<file path="config.mk">
export PLATFORM = sky130hd
export DESIGN_NAME = adder_response_misr
export DESIGN_NICKNAME = d
export VERILOG_FILES = /design/src/rtl/adder_response_misr.sv
export SDC_FILE = /design/constraint.sdc
export NUM_CORES = 1
export LEC_CHECK = 0
export BUFFER_PORTS_ARGS = -buffer_cell sky130_fd_sc_hd__buf_2
export CAP_MARGIN = 20
export CORE_MARGIN = 4
export CORE_UTILIZATION = 29
export DETAILED_ROUTE_END_ITERATION = 10
export PLACE_DENSITY = 0.61
export SLEW_MARGIN = 20
export SYNTH_ARGS = -nofsm -noshare
export SYNTH_HDL_FRONTEND = slang
export SYNTH_SLANG_ARGS = --single-unit
</file>
<file path="constraint.sdc">
create_clock -name clk -period 2.3 [get_ports clk]
set_input_delay 0.23 -clock clk [delete_from_list [all_inputs] [get_ports clk]]
set_output_delay 0.23 -clock clk [all_outputs]
set_load 0.05 [all_outputs]
</file>
<file path="src/rtl/adder_response_misr.sv">
// Output response analyser for the 4-bit ripple adder under test.
// It folds NPAT accepted responses into a MISR, then compares the result
// with the golden signature captured at start and reports pass or trojan_flag.
//
//  state | meaning
//  ------+------------------------------------------------------------
//  IDLE  | waiting for start; signature/pat_count hold (debug after abort)
//  RUN   | resp_ready=1; each handshake advances the MISR and pat_count
//  CHECK | one cycle; compare the signature with the golden register
//  DONE  | done=1 with exactly one of pass / trojan_flag; waits for start
module adder_response_misr #(
    parameter int                 WIDTH = 5,
    parameter int                 SIG_W = 16,
    parameter logic [SIG_W-1:0]   POLY  = 16'h1021,
    parameter logic [SIG_W-1:0]   SEED  = 16'hFFFF,
    parameter int                 NPAT  = 256,
    parameter int                 CNT_W = 16
) (
    input  logic               clk,
    input  logic               rst_n,
    input  logic               start,
    input  logic               abort,
    input  logic [SIG_W-1:0]   golden_sig,
    input  logic               resp_valid,
    input  logic [WIDTH-1:0]   resp_data,
    output logic               resp_ready,
    output logic               busy,
    output logic               done,
    output logic               pass,
    output logic               trojan_flag,
    output logic [SIG_W-1:0]   signature,
    output logic [CNT_W-1:0]   pat_count
);

    typedef enum logic [1:0] {
        S_IDLE  = 2'd0,
        S_RUN   = 2'd1,
        S_CHECK = 2'd2,
        S_DONE  = 2'd3
    } state_t;

    localparam logic [CNT_W-1:0] NPAT_C = CNT_W'(NPAT);
    localparam logic [CNT_W-1:0] ONE_C  = CNT_W'(1);

    state_t             state_q, state_d;
    logic [SIG_W-1:0]   sig_q, sig_d;
    logic [CNT_W-1:0]   cnt_q, cnt_d;
    logic [SIG_W-1:0]   golden_q, golden_d;
    logic               pass_q, pass_d;
    logic               flag_q, flag_d;

    logic [SIG_W-1:0]   data_ext;
    logic [SIG_W-1:0]   sig_next;
    logic [CNT_W-1:0]   cnt_inc;
    logic               hs;

    // MISR step: shift, fold the feedback taps in when the MSB falls out, add the response
    always_comb begin
        data_ext              = '0;
        data_ext[WIDTH-1:0]   = resp_data;
        sig_next              = {sig_q[SIG_W-2:0], 1'b0}
                              ^ (sig_q[SIG_W-1] ? POLY : '0)
                              ^ data_ext;
    end

    assign cnt_inc = cnt_q + ONE_C;
    assign hs      = resp_valid & resp_ready;

    // Next-state and datapath update; abort overrides everything and discards a same-cycle handshake
    always_comb begin
        state_d  = state_q;
        sig_d    = sig_q;
        cnt_d    = cnt_q;
        golden_d = golden_q;
        pass_d   = pass_q;
        flag_d   = flag_q;
        if (abort) begin
            state_d = S_IDLE;
            pass_d  = 1'b0;
            flag_d  = 1'b0;
        end else begin
            case (state_q)
                S_IDLE, S_DONE: begin
                    if (start) begin
                        state_d  = S_RUN;
                        sig_d    = SEED;
                        cnt_d    = '0;
                        golden_d = golden_sig;
                        pass_d   = 1'b0;
                        flag_d   = 1'b0;
                    end
                end
                S_RUN: begin
                    if (hs) begin
                        sig_d = sig_next;
                        cnt_d = cnt_inc;
                        if (cnt_inc == NPAT_C) begin
                            state_d = S_CHECK;
                        end
                    end
                end
                S_CHECK: begin
                    pass_d  = (sig_q == golden_q);
                    flag_d  = (sig_q != golden_q);
                    state_d = S_DONE;
                end
                default: state_d = S_IDLE;
            endcase
        end
    end

    // State and datapath registers
    always_ff @(posedge clk or negedge rst_n) begin
        if (!rst_n) begin
            state_q  <= S_IDLE;
            sig_q    <= SEED;
            cnt_q    <= '0;
            golden_q <= '0;
            pass_q   <= 1'b0;
            flag_q   <= 1'b0;
        end else begin
            state_q  <= state_d;
            sig_q    <= sig_d;
            cnt_q    <= cnt_d;
            golden_q <= golden_d;
            pass_q   <= pass_d;
            flag_q   <= flag_d;
        end
    end

    assign resp_ready  = (state_q == S_RUN);
    assign busy        = (state_q == S_RUN) || (state_q == S_CHECK);
    assign done        = (state_q == S_DONE);
    assign pass        = pass_q;
    assign trojan_flag = flag_q;
    assign signature   = sig_q;
    assign pat_count   = cnt_q;

endmodule

</file>
# [Word-level counts from Yosys, hierarchy flattened]
# Cells that the tools add are included.
[op_classes] add_sub_neg=1 eq_ne=11 mux=17 bitwise_logic=4 n_reduce_logical=9
[op_table] operator="$mux W16" count=4
[op_table] operator="$pmux W16 S2" count=2
[op_table] operator="$add A16 B1 Y16 const B" count=1
[op_table] operator="$eq A16 B16 Y1" count=1
[op_table] operator="$eq A16 B9 Y1 const B" count=1
[op_table] operator="$ne A16 B16 Y1" count=1
[op_table] operator="$xor A16 B13 Y16" count=1
[op_table] operator="$xor A16 B5 Y16" count=1
[op_table] operator="$mux W13" count=1
[op_table] operator="$mux W2" count=4
[op_table] operator="$ne A3 B2 Y1 const B" count=2
[op_table] operator="$pmux W2 S3" count=1
[op_table] operator="$reduce_and A3 Y1" count=2
[op_table] operator="$eq A2 B2 Y1 const B" count=2
[op_table] operator="$pmux W1 S2" count=2
[op_table] operator="$reduce_and A4 Y1" count=1
[op_table] operator="$mux W1" count=3
[op_table] operator="$ne A3 B3 Y1 const B" count=1
[op_table] operator="$reduce_bool A3 Y1" count=1
[op_table] operator="$eq A2 B1 Y1 const B" count=1
[op_table] operator="$logic_not A2 Y1" count=1
[op_table] operator="$ne A2 B1 Y1 const B" count=1
[op_table] operator="$ne A2 B2 Y1 const B" count=1
[op_table] operator="$reduce_and A2 Y1" count=1
[op_table] operator="other kinds (5)" count=5
[totals] reg_bits=52 in_bits=26

# [Logic depth before layout (Yosys ltp)]
[logic_depth] word_depth=6 depth_mapped=10 depth_no_buf=8

# [Least setup slack after synthesis]
# Ideal clock, no wire load.
[synth_timing] path_kind="reg-to-reg" startpoint="register cnt_q[0] (netlist: pat_count[0])" endpoint="register state_q[1]" t_arrival_ns=2.804 path_slack_ns=-0.632 path_stages_with_launch=9 path_buffers=1 path_cell_list="dfrtp_1 ha_1 buf_6 nand4_2 nor3_2 or4b_2 a311oi_1 a31oi_1 mux2_1"
[synth_via] elab_chain_len=4
[synth_rtl] item="from (decl)" line_no="47" source="logic [CNT_W-1:0] cnt_q, cnt_d;"
[synth_rtl] item="from (signal assigned)" line_no="124" source="cnt_q <= cnt_d;"
[synth_rtl] item="$add A16 B1 Y16" line_no="66" source="assign cnt_inc = cnt_q + ONE_C;"
[synth_rtl] item="$eq A16 B9 Y1" line_no="97" source="if (cnt_inc == NPAT_C) begin"
[synth_rtl] item="$ne A3 B2 Y1 (no source line)"
[synth_rtl] item="$reduce_and A3 Y1 (no source line)"
[synth_rtl] item="to (signal assigned)" line_no="122" source="state_q <= state_d;"
[synth_rtl] item="to (decl)" line_no="45" source="state_t state_q, state_d;"
# No other way between the ends.
# A chain may end at the register's enable or synchronous reset.

# [Worst setup path after layout]
[layout_timing] startpoint="register cnt_q[3] (netlist: pat_count[3])" endpoint="register state_q[1]"
# Same word-level chain as after synthesis.

==> metrics.csv <==
metric,value,unit
status,"finished, violations left",
failed_checks,hold timing,
fillerInstances,992,
antennaDiodeCount,0,
top_usage_layer,met2,
final_cell_area,3746,µm²
cp-end-kind,register,
ys_top_cells_by_area,"dfrtp_1 31%, dfstp_2 15%, mux2_2 7.0%",
yosysUniqueCellTypes,47,
viasPerCell,4.860,
worstSetupEndpoint,state_q[1],
synth_largest_area_cell,dfrtp_1,
dp_hpwl,5600,µm
worst_setup_path_start_kind,register,
cts_inserted_buffers,5,
worst_slew_pin_slew,0.7879,ns
start_util,29.73,%
fp.dieW,107.9,µm
arrival,2.48,ns
ys_seq_area_share,45.67,%
fin_nets,412,
tns,0,ns
hold_class,in2async,
root_buffer,clkbuf_8,
seqCellArea,1336,µm²
cts_tree,built,
maxSlewViolCount,0,
finalSetupViolations,0,
syn_avg_cell_area,9.806,µm²
postPlaceCellArea,3578,µm²
grt_pass1_wl,12410,µm
grtUsageMet2,21.18,%
clk_latency,0.31,ns
routed-via-count,2503,
wl,7562,µm
crit_path_start,pat_count[3],
antenna_found_initial,0,
wire_per_inst,14.68,µm
synthArstFlopShare,100.0,%
drc,0,
max_cap_viol_count,0,
min_period,2.283,ns
p_per_area,1188,nW/µm²
synth_most_common_cell,dfrtp_1,
synth_cells,295,
drt_iter0_markers,72,
synth-seq-cells,52,
ys.flop_type,dfrtp_1,
reg2reg_depth,6,
rows,36,
grt_max_degree,32,
relSlewSlack,47.47,%
ys_warn_count,0,
cp_max_fo,5,
met1_usage,18.22,%
fin_cells,515,
timing.rr.start,pat_count[3],
place.gp.congestion,0.8322,
clk_pin_slew,0.10,ns
dp_cells,499,
vdd_drop_max,1.019,mV
synth_area,2893,µm²
grt_overflow_total,0,
synth_fp_nets,326,
io_buffers,62,
die_height,107.9,µm
antenna_left,0,
multiInputGateArea,1505,µm²
grt_pass1_vias,2452,
leakage,1.632,nW
synth_common_cells,"36 x dfrtp_1, 26 x o21ai_0, 24 x nand2_1, 23 x nor2_1, 19 x xnor2_1",
clockBufferDepth,2,
coreArea,9729,µm²
cts_hold_buf,0,
synth_top_area_share,31.14,%
drive_gt1_share,43.72,%
rsz0062_at_grt,yes,
first_pass_iters,4,
met3_usage,3.239,%
hold_ws,-0.008382,ns
synth_edf_count,0,
clock_skew,0.01173,ns
hold_viol,8,
syn_to_final_growth,29.50,%
clock.fmax,438.0,MHz
ff2ff_setup_slack,0.02,ns
required,2.50,ns
die_area,11640,µm²
htree_levels,2,
fin_crit_sh,99.27,%
worstReg2RegEnd,state_q[1],
track_usage,13.47,%
cts_sinks,52,
io_pins,63,
crit_type,reg2reg,
==> state kept, by name, indices dropped and copies added (netlist names) <==
| name | count |
|---|---|
| trojan_flag | 1 |
| golden_q | 16 |
| pat_count | 16 |
| state_q | 2 |
| signature | 16 |
| pass | 1 |
==> what timing repair did <==
item,CTS,global route
buffers inserted,0,8
endpoints found under the setup margin,0,11
resized for setup,0,6
==> layout by cell type (no fill, tap or decap), drive strengths merged, types with 10 or more instances in the layout <==
master,netlist,layout
a31oi,10,10
buf,4,98
dfrtp,36,36
dfstp,16,16
inv,14,13
mux2,19,19
nand2,24,24
nor2,23,23
o21ai,26,26
xnor2,19,19
==> layout make-up <==
| class | instances | share of cell area, % |
|---|---|---|
| multi-input cells | 210 | 40.18 |
| clock buffers | 6 | 1.937 |
| flip-flops and latches | 52 | 35.67 |
| repair buffers | 98 | 15.83 |
| inverters | 14 | 1.503 |
| clock inverters | 2 | 0.4342 |
| well taps | 133 | 4.442 |
==> critical path, cell delays in order, from the launching register on <==
cell and delay [ns]:
dfrtp_2 0.43, nand4_4 0.11, or2_1 0.25, or4b_4 0.53, a2111oi_4 0.40, a31oi_1 0.14, mux2_1 0.33
==> where the power goes <==
group	switching (W)	internal, W
clock	0.000317	0.000217
sequential	0.000345	0.00135
combinational	0.00142	0.000797
total	0.00209	0.00236
==> cell families after synthesis <==
| kind of cell | after synthesis | share of synthesized area [%] |
|---|---|---|
| compound gates | 64 | 14.06 |
| xor+xnor | 24 | 7.266 |
| fa+ha+maj | 5 | 2.163 |
| buf+inv | 33 | 5.190 |
| flops | 52 | 45.67 |
| mux | 23 | 8.780 |
| simple gates | 94 | 16.87 |
==> through the flow <==
step           worst slack, ns  util (%)  power, W
5_1_grt               -0.04079     38.50  0.004796
3_3_place_gp           0.03923     36.78  0.003903
4_1_cts                0.01320     37.69  0.004498
3_5_place_dp           0.03459     36.78  0.003946
2_1_floorplan          -0.2396         -  0.003316
6_report               0.01686     38.50  0.004449
==> layer usage <==
layer,wire [µm],up-vias
li1,-,1214
met1,3371,1198
met2,3591,85
met3,506,6
met4,93,0
met5,0,-
==> how the worst min path moves through the flow <==
stage                      from            end  slack [ns]  cells past startpoint
after floorplan           rst_n    golden_q[0]       -0.07                      0
after global placement    rst_n  pat_count[13]        0.35                      1
after detailed placement  rst_n  pat_count[13]        0.35                      1
after CTS                 rst_n  pat_count[13]       0.002                      1
after global routing      rst_n  pat_count[13]        0.03                      1
final                     rst_n  pat_count[13]      -0.008                      1
Note: power is estimated with default switching activity, not from simulation.
